<file path="config.mk">
export PLATFORM = sky130hd
export DESIGN_NAME = spi_master_flat
export DESIGN_NICKNAME = d
export VERILOG_FILES = /design/src/rtl/spi_master_if.sv /design/src/rtl/spi_master.sv /design/src/flat_wrapper.sv
export SDC_FILE = /design/constraint.sdc
export NUM_CORES = 1
export LEC_CHECK = 0
export BUFFER_PORTS_ARGS = -buffer_cell sky130_fd_sc_hd__buf_2
export CORE_AREA = 2 2 97 80
export DETAILED_ROUTE_END_ITERATION = 16
export DIE_AREA = 0 0 99 82
export HOLD_SLACK_MARGIN = 0.1
export PLACE_DENSITY_LB_ADDON = 0.25
export SLEW_MARGIN = 40
export SYNTH_ARGS = -nofsm -noshare
export SYNTH_HDL_FRONTEND = slang
export SYNTH_SLANG_ARGS = --single-unit
export TNS_END_PERCENT = 100
</file>
<file path="constraint.sdc">
create_clock -name clk -period 4.1 [get_ports clk]
set_input_delay 0.205 -clock clk [delete_from_list [all_inputs] [get_ports clk]]
set_output_delay 0.205 -clock clk [all_outputs]
set_load 0.02 [all_outputs]
</file>
<file path="src/rtl/spi_master_if.sv">
// rtl/spi_master_if.sv - handshake and SPI bus signals for spi_master
// master: the shift engine's view; slave: the upstream driver plus external SPI device.
interface spi_master_if #(
  parameter int DATA_W = 8
) ();
  logic              start;
  logic [DATA_W-1:0] tx_data;
  logic [DATA_W-1:0] rx_data;
  logic              busy;
  logic              done;
  logic              sclk;
  logic              mosi;
  logic              miso;
  logic              cs_n;

  modport master (
    input  start, tx_data, miso,
    output rx_data, busy, done, sclk, mosi, cs_n
  );

  modport slave (
    output start, tx_data, miso,
    input  rx_data, busy, done, sclk, mosi, cs_n
  );
endinterface

</file>
<file path="src/rtl/spi_master.sv">
// rtl/spi_master.sv - mode-0 SPI master shift engine, MSB first, single chip select
// All outputs are registered; a transfer is IDLE -> SETUP -> (HIGH <-> LOW) x DATA_W -> HOLD -> IDLE.
module spi_master #(
  parameter int DATA_W  = 8,
  parameter int CLK_DIV = 4
) (
  input logic          clk,
  input logic          rst,
  spi_master_if.master bus
);
  localparam int DW = $clog2(CLK_DIV + 1);
  localparam int BW = $clog2(DATA_W);

  typedef enum logic [2:0] {
    IDLE,
    SETUP,
    HIGH,
    LOW,
    HOLD
  } state_e;

  state_e            state_q,   state_d;
  logic [DW-1:0]     div_q,     div_d;
  logic [BW-1:0]     bit_q,     bit_d;
  logic [DATA_W-1:0] tx_sr_q,   tx_sr_d;
  logic [DATA_W-1:0] rx_sr_q,   rx_sr_d;
  logic [DATA_W-1:0] rx_data_q, rx_data_d;
  logic              busy_q,    busy_d;
  logic              done_q,    done_d;
  logic              sclk_q,    sclk_d;
  logic              mosi_q,    mosi_d;
  logic              cs_n_q,    cs_n_d;
  logic              tick;

  // SETUP is entered on the accepting edge itself, so it runs one cycle longer
  // than a normal phase; that keeps the first rise at edge 1+CLK_DIV.
  always_comb begin
    tick = 1'b0;
    if (state_q == SETUP) begin
      tick = (div_q == DW'(CLK_DIV));
    end else begin
      tick = (div_q == DW'(CLK_DIV - 1));
    end
  end

  always_comb begin
    state_d   = state_q;
    div_d     = div_q;
    bit_d     = bit_q;
    tx_sr_d   = tx_sr_q;
    rx_sr_d   = rx_sr_q;
    rx_data_d = rx_data_q;
    busy_d    = busy_q;
    done_d    = 1'b0;
    sclk_d    = sclk_q;
    mosi_d    = mosi_q;
    cs_n_d    = cs_n_q;

    if (state_q != IDLE) begin
      div_d = tick ? '0 : div_q + DW'(1);
    end

    case (state_q)
      IDLE: begin
        if (bus.start) begin
          state_d = SETUP;
          cs_n_d  = 1'b0;
          busy_d  = 1'b1;
          tx_sr_d = bus.tx_data;
          mosi_d  = bus.tx_data[DATA_W-1];
          rx_sr_d = '0;
          div_d   = '0;
          bit_d   = '0;
        end
      end
      SETUP, LOW: begin
        if (tick) begin
          state_d = HIGH;
          sclk_d  = 1'b1;
          rx_sr_d = {rx_sr_q[DATA_W-2:0], bus.miso};
        end
      end
      HIGH: begin
        if (tick) begin
          sclk_d = 1'b0;
          if (bit_q == BW'(DATA_W - 1)) begin
            state_d = HOLD;
          end else begin
            state_d = LOW;
            bit_d   = bit_q + BW'(1);
            tx_sr_d = {tx_sr_q[DATA_W-2:0], 1'b0};
            mosi_d  = tx_sr_q[DATA_W-2];
          end
        end
      end
      HOLD: begin
        if (tick) begin
          state_d   = IDLE;
          cs_n_d    = 1'b1;
          busy_d    = 1'b0;
          done_d    = 1'b1;
          rx_data_d = rx_sr_q;
          mosi_d    = 1'b0;
        end
      end
      default: begin
        state_d = IDLE;
      end
    endcase
  end

  always_ff @(posedge clk) begin
    if (rst) begin
      state_q   <= IDLE;
      div_q     <= '0;
      bit_q     <= '0;
      tx_sr_q   <= '0;
      rx_sr_q   <= '0;
      rx_data_q <= '0;
      busy_q    <= 1'b0;
      done_q    <= 1'b0;
      sclk_q    <= 1'b0;
      mosi_q    <= 1'b0;
      cs_n_q    <= 1'b1;
    end else begin
      state_q   <= state_d;
      div_q     <= div_d;
      bit_q     <= bit_d;
      tx_sr_q   <= tx_sr_d;
      rx_sr_q   <= rx_sr_d;
      rx_data_q <= rx_data_d;
      busy_q    <= busy_d;
      done_q    <= done_d;
      sclk_q    <= sclk_d;
      mosi_q    <= mosi_d;
      cs_n_q    <= cs_n_d;
    end
  end

  assign bus.rx_data = rx_data_q;
  assign bus.busy    = busy_q;
  assign bus.done    = done_q;
  assign bus.sclk    = sclk_q;
  assign bus.mosi    = mosi_q;
  assign bus.cs_n    = cs_n_q;
endmodule

</file>
<file path="src/flat_wrapper.sv">
// flat-port wrapper written by rule: the top's interface ports become plain ports
module spi_master_flat 
#(
  parameter int DATA_W  = 8,
  parameter int CLK_DIV = 4
)
  (clk, rst, bus_start, bus_tx_data, bus_miso, bus_rx_data, bus_busy, bus_done, bus_sclk, bus_mosi, bus_cs_n);
  spi_master_if #(.DATA_W(DATA_W)) bus_i ();
  input logic clk;
  input logic rst;
  input wire logic [$bits(bus_i.start)-1:0] bus_start;
  input wire logic [$bits(bus_i.tx_data)-1:0] bus_tx_data;
  input wire logic [$bits(bus_i.miso)-1:0] bus_miso;
  output wire logic [$bits(bus_i.rx_data)-1:0] bus_rx_data;
  output wire logic [$bits(bus_i.busy)-1:0] bus_busy;
  output wire logic [$bits(bus_i.done)-1:0] bus_done;
  output wire logic [$bits(bus_i.sclk)-1:0] bus_sclk;
  output wire logic [$bits(bus_i.mosi)-1:0] bus_mosi;
  output wire logic [$bits(bus_i.cs_n)-1:0] bus_cs_n;
  assign bus_i.start = bus_start;
  assign bus_i.tx_data = bus_tx_data;
  assign bus_i.miso = bus_miso;
  assign bus_rx_data = bus_i.rx_data;
  assign bus_busy = bus_i.busy;
  assign bus_done = bus_i.done;
  assign bus_sclk = bus_i.sclk;
  assign bus_mosi = bus_i.mosi;
  assign bus_cs_n = bus_i.cs_n;
  spi_master #(.DATA_W(DATA_W), .CLK_DIV(CLK_DIV)) u_core (.clk(clk), .rst(rst), .bus(bus_i));
endmodule
</file>
==> reports/qor.yml, run 1 <==
reg2reg_setup_slack_ns: 2.13
cts_tree: "yes"
fin_crit_sh_pct: 47.95
timing.rr.start: "u_core.bit_q[0]"
hold_start: "bus_miso"
fin_skew_ns: 0.008556
crit_type: "register to register"
portBuffers: 24
cp.required_ns: 4.32
cts.sinks: 37
holdCritPathClass: "primary input to register"
top_layer: "met4"
setup_tns_ns: 0
p_per_area_nw_per_um2: 407.9
postCtsSetupRepairBufs: 0
max-vdd-ir-drop_v: 0.0002113
grt_pass1_wl_mm: 6.555
grt_use_total_pct: 10.11
num_rows: 28
place_congestion: 0.7677
numCtsBuffers: 5
report.final.slew_viol_count: 0
first_iter_violations: 93
cellLeakagePower_nw: 0.7195
htreeDepth: 2
worst_ep_arrival_time_ns: 2.19
rsz0062_at_grt: "false"
design.core.area_um2: 7182
diodes: 0
maxCapViolations: 0
ys_warn_count: 0
tightestPinTransition_ns: 0.7651
nFillCells: 762
worst_hold_slack_ns: 0.1355
status: "finished clean"
io_pins: 25
drc: 0
syn_area_um2: 1668
dpl.hpwl_mm: 2.517
viasPerCell: 4.581
hold_violations: 0
min_period_ns: 1.966
final_cell_mix: "37 x dfxtp_1, 29 x nand2_1, 24 x buf_2"
fin_nets: 220
dr_wl_met3_um: 113
dieWidth_um: 99
drive_gt1_share_pct: 18.93
r2r-end: "u_core.bus.mosi"
cts-root-buf: "clkbuf_8"
drt_wl_total_mm: 3.744
first_global_vias: 1371
start_util_pct: 23.22
syn_to_final_growth_pct: 18.60
synthCells: 186
max_slew_margin_pct: 49.00
cts_buffer_depth: 2
antenna_found_initial: 0
cts-hold-fix-buffers: 0
synth_seq_area_share_pct: 44.41
path_max_fanout: 3
holdPathStages: 2
dieArea_um2: 8118
routedWlPerCell_um: 12.65
ff2ff_path_depth: 6
setup_viol: 0
ys_types: 38
firstDrtPassIters: 4
ant_nets: 0
die_h_um: 82
worstSetupEndpointType: "register"
cts_resized: 0
syn_area_per_cell_um2: 8.967
hold-path-endpoint: "u_core.rx_sr_q[0]"
m1WireLength_mm: 1.955
max_freq_mhz: 508.7
clk_latency_ns: 0.29
grt_overflow_total: 0
synth_fp_nets: 201
ys_ff_latch: 37
final_common_cell: "dfxtp_1"
clkTransAtPathRegs_ns: 0.08
grt_max_degree: 40
routed-wl-met2_mm: 1.641
vias: 1356
startpoint_type: "register"
p_total_mw: 0.8068
==> layer usage <==
layer | vias up | GRT usage (%)
met2 | 18 | 16.22
met1 | 628 | 13.31
met5 | - | 0
met3 | 2 | 2.383
met4 | 0 | 3.699
li1 | 708 | -
==> power by group <==
part           internal (mW)  total (mW)  switching, mW
registers              0.369       0.380         0.0109
clock network          0.242       0.376          0.134
logic                 0.0202      0.0507         0.0304
==> worst max-delay path by stage <==
stage	start	slack [ns]	end	cells past startpoint
6_report	u_core.bit_q[0]	2.13	u_core.bus.mosi	6
4_1_cts	u_core.bit_q[0]	2.12	u_core.bus.mosi	6
3_5_place_dp	u_core.bit_q[0]	2.14	u_core.bus.mosi	6
2_1_floorplan	u_core.bit_q[0]	2.24	u_core.bus.mosi	6
3_3_place_gp	u_core.state_q[0]	2.16	u_core.rx_sr_q[4]	4
5_1_grt	u_core.state_q[1]	1.91	u_core.rx_sr_q[7]	5
==> metrics by stage <==
| step | setup slack (ns) | cells | instance area [um^2] | util [%] |
|---|---|---|---|---|
| global placement | 2.158 | 288 | 1844 | 25.68 |
| detailed placement | 2.135 | 288 | 1844 | 25.68 |
| floorplan | 2.243 | 186 | 1668 | - |
| finish | 2.134 | 296 | 1978 | 27.54 |
| CTS | 2.123 | 296 | 1978 | 27.54 |
| global route | 1.912 | 296 | 1978 | 27.54 |
==> cell type report <==
cell class	count	area (um^2)	area share (%)
well taps	90	112.6	5.693
inverters	1	3.754	0.1898
flip-flops and latches	37	740.7	37.44
repair buffers	25	127.6	6.452
clock buffers	5	68.82	3.479
multi-input cells	135	859.6	43.45
clock inverters	3	65.06	3.289
==> cells in the mapped netlist <==
master     instances  area [um^2]
nor4b_4            1        23.77
nor3b_2            1        12.51
buf_4              1        7.510
a31oi_1            2        12.51
a31o_2             1        8.760
mux2i_1            8        80.08
a211oi_1           6        45.04
a21oi_1           12        60.06
nand4b_1           1        8.760
a211o_1            2        17.52
nor2_1            16        60.06
a311oi_1           1        8.760
nor2b_1            3        18.77
inv_1              1        3.750
o21ai_1            1        5.000
o2bb2ai_1          1        8.760
and3b_1            1        8.760
nand3b_1           3        22.52
or3b_1             2        17.52
nor3b_1            1        7.510
a21oi_2            1        8.760
nor4_1             1        6.260
nand3_1            1        5.000
buf_1              2        7.510
or3_1              1        6.260
nor3_2             1        10.01
buf_6              1        11.26
clkbuf_1           6        22.52
nand2b_1           5        31.28
buf_2              3        15.01
nand2_1           29        108.9
dfxtp_1           37        740.7
a221o_1            9        90.09
o22a_1             1        8.760
ha_1               3        37.54
nor3_1            15        75.07
a22oi_1            4        30.03
nor4b_2            1        15.01
==> critical path, stage by stage, from the launching register on <==
cell     delay, ns
dfxtp_1       0.32
ha_1          0.20
ha_1          0.22
or3b_1        0.35
a211o_1       0.32
a221o_1       0.36
a21oi_2       0.13
==> flip-flops by register name, indices dropped and copies added (netlist names), 3 cells and up <==
register	cells
u_core.bus.rx_data	8
u_core.rx_sr_q	8
u_core.tx_sr_q	7
u_core.bit_q	3
u_core.div_q	3
u_core.state_q	3
==> cells by family (layout without fill, tap and decap cells) <==
logic type / count (synthesis) / in the layout / synth area share [%]
AOI/OAI and AO/OA: 41 / 41 / 18.23
adders and majority gates: 3 / 3 / 2.251
buffers and inverters: 14 / 34 / 4.051
DFF: 37 / 37 / 44.41
muxes: 8 / 8 / 4.801
and+or+nand+nor: 83 / 83 / 26.26
(Power assumes the default switching activity.)
==> run 2, diff against run 1 <==
Settings changed: ABC_AREA set to 1, CORE_AREA 2 2 97 80 to 2 2 100 83, DIE_AREA 0 0 99 82 to 0 0 102 85.
Clock period 4.1 ns to 2 ns, I/O delays scaled along.
==> run 2 against run 1 <==
Maximum frequency increased by 24%. Die area increased by 6.8%. Area after synthesis increased by 7.0%. Total power increased to 3.6 times the previous value. Via count increased by 21%. Sequential share of layout area decreased by 3.1 points. Core utilization increased by 0.50 points. Largest power group is now combinational logic. Count of clock-buffer cells in the layout increased by 2.
==> reports/qor.yml, run 2 <==
p_clk_share_pct: 23.1  # -24 points
ys_ff_latch: 37  # unchanged
combPwrFrac_pct: 40.6  # +34 points
cts_buffer_depth: 2  # unchanged
portBuffers: 24  # unchanged
seq_area_um2: 740.7  # unchanged
final_cells: 408  # +38%
ant_nets: 0  # unchanged
grt_use_total_pct: 9.877  # -0.23 points
p_per_area_nw_per_um2: 1357  # +230%
yosysTopAreaCell: "dfxtp_1"
routedWlPerCell_um: 9.684  # -23%
report.final.slew_viol_count: 0  # unchanged
multi_input_area_um2: 878.3  # +2.2%
ys_types: 22  # -42%
clk_latency_ns: 0.29  # about the same
viasPerCell: 4.029  # -12%
numCtsBuffers: 5  # unchanged
fin_nets: 314  # +43%
status: "finished clean"
synth.most_common_cell: "nand2_1"
grt_pass1_wl_mm: 6.817  # +4.0%
grt_overflow_total: 0  # unchanged
yosys-top-cells-count: "90 x nand2_1, 45 x nor2_1, 37 x dfxtp_1, 28 x inv_1, 18 x nand3_1"
startpoint_type: "register"
hold_violations: 0  # unchanged
syn_area_um2: 1784  # +7.0%
worst_ep_arrival_time_ns: 1.77  # -0.42 ns
drt_wl_total_mm: 3.951  # +5.5%
max_slew_margin_pct: 74.14  # +25 points
cts-hold-fix-buffers: 2  # +2
dp_cells: 398  # +38%
fin_crit_sh_pct: 79.30  # +31 points
clkTransAtPathRegs_ns: 0.07  # about the same
synth_edf_count: 0  # unchanged
num_rows: 29  # +3.6%
async_flop_share_pct: 0  # unchanged
p_seq_share_pct: 36.3  # -11 points
cellLeakagePower_nw: 1.100  # +53%
dieArea_um2: 8670  # +6.8%
antenna_found_initial: 0  # unchanged
final_cell_mix: "90 x nand2_1, 45 x nor2_1, 37 x dfxtp_1"
syn_area_per_cell_um2: 6.608  # -26%
io_pins: 25  # unchanged
diodes: 0  # unchanged
postCtsSetupRepairBufs: 0  # unchanged
drive_gt1_share_pct: 16.00  # -2.9 points
setup_tns_ns: 0  # unchanged
maxCapViolations: 0  # unchanged
setup_viol: 0  # unchanged
synthCells: 270  # +45%
min_period_ns: 1.586  # -0.3798 ns
synth_top_area_share_pct: 41.51  # -2.9 points
dpl.hpwl_mm: 2.769  # +10%
synth_fp_nets: 285  # +42%
synthFlopType: "dfxtp_1"
place_congestion: 0.7548  # -1.7%
critPathLaunch: "u_core.bit_q[0]"
vias: 1644  # +21%
yosys-top-cells-area: "dfxtp_1 42%, nand2_1 19%, nor2_1 9.5%"
worst_hold_slack_ns: 0.1797  # +0.04422 ns
final_common_cell: "nand2_1"
first_iter_violations: 57  # -39%
die_h_um: 85  # +3.7%
worstSetupEndpointType: "register"
crit_type: "register to register"
p_total_mw: 2.926  # +260%
cts.sinks: 37  # unchanged
max-vdd-ir-drop_v: 0.0002976  # +41%
start_util_pct: 23.19  # -0.028 points
tightestPinTransition_ns: 0.3864  # -0.3787 ns
cts-root-buf: "clkbuf_8"
cts_tree: "yes"
cts_resized: 0  # unchanged
drc: 0  # unchanged
firstDrtPassIters: 4  # unchanged
synth_seq_area_share_pct: 41.51  # -2.9 points
dieWidth_um: 102  # +3.0%
timing.rr.start: "u_core.bit_q[0]"
nFillCells: 870  # +14%
path_max_fanout: 15  # +12
holdCritPathClass: "primary input to register"
grt_max_degree: 16  # -60%
max_freq_mhz: 630.5  # +24%
ys_warn_count: 0  # unchanged
design.core.area_um2: 7692  # +7.1%
first_global_vias: 1537  # +12%
p_int_mw: 1.781  # +180%
cp.required_ns: 2.19  # -2.13 ns
hold_start: "bus_tx_data[0]"
rsz0062_at_grt: "false"
fin_skew_ns: 0.004333  # -0.004223 ns
p_switching_mw: 1.145  # +550%
htreeDepth: 2  # unchanged
syn_to_final_growth_pct: 20.90
swShare_pct: 39.12  # +17 points
## run 2: final timing paths
| kind | endpoint | slack [ns] | depth (start not counted) |
|---|---|---|---|
| max reg2reg | u_core.bit_q[2] | 0.41 | 6 |
| max | u_core.bit_q[2] | 0.41 | 6 |
| min reg2reg | u_core.bus.rx_data[1] | 0.44 | 2 |
| min | u_core.tx_sr_q[0] | 0.18 | 5 |
## run 2: cells by family after synthesis
group | after synthesis | share of synthesized area (%)
compound gates | 21 | 6.662
fa+ha+maj | 3 | 2.104
simple gates | 170 | 40.46
buf+inv | 39 | 9.256
flops | 37 | 41.51
## run 2: critical path: stages, from the launching register on
cell and delay [ns]:
dfxtp_1 0.32, ha_1 0.20, ha_1 0.23, o21ai_4 0.37
nand2_2 0.18, nor2_1 0.13, nor2_1 0.05
## run 2: layout make-up
type | count | share of cell area [%]
Timing Repair Buffer | 30 | 7.889
Sequential cell | 37 | 34.34
Tap cell | 108 | 6.265
Clock buffer | 7 | 4.002
Inverter | 31 | 5.394
Multi-Input combinational cell | 194 | 40.72
Clock inverter | 1 | 1.392
## run 2: stage by stage
step	utilization [%]	setup slack (ns)	cell area, um^2
2_1_floorplan	-	0.6343	1784
3_3_place_gp	26.27	0.4558	2021
3_5_place_dp	26.27	0.4029	2021
4_1_cts	28.04	0.3903	2157
5_1_grt	28.04	0.2500	2157
6_report	28.04	0.4139	2157
## run 2: power by group through the flow
stage	combinational, mW	clock [mW]	sequential, mW
5_1_grt	1.38	0.730	1.09
4_1_cts	1.20	0.709	1.06
3_5_place_dp	1.19	0	1.08
6_report	1.19	0.675	1.06
2_1_floorplan	0.972	0	1.08
3_3_place_gp	1.20	0	1.08
## run 2: per-layer routing
metal | routed length, um | GRT usage [%] | up-vias
met4 | 49 | 4.727 | 0
met1 | 2017 | 13.52 | 730
met5 | 0 | 0 | -
met2 | 1717 | 14.71 | 28
met3 | 166 | 2.142 | 4
li1 | - | - | 882
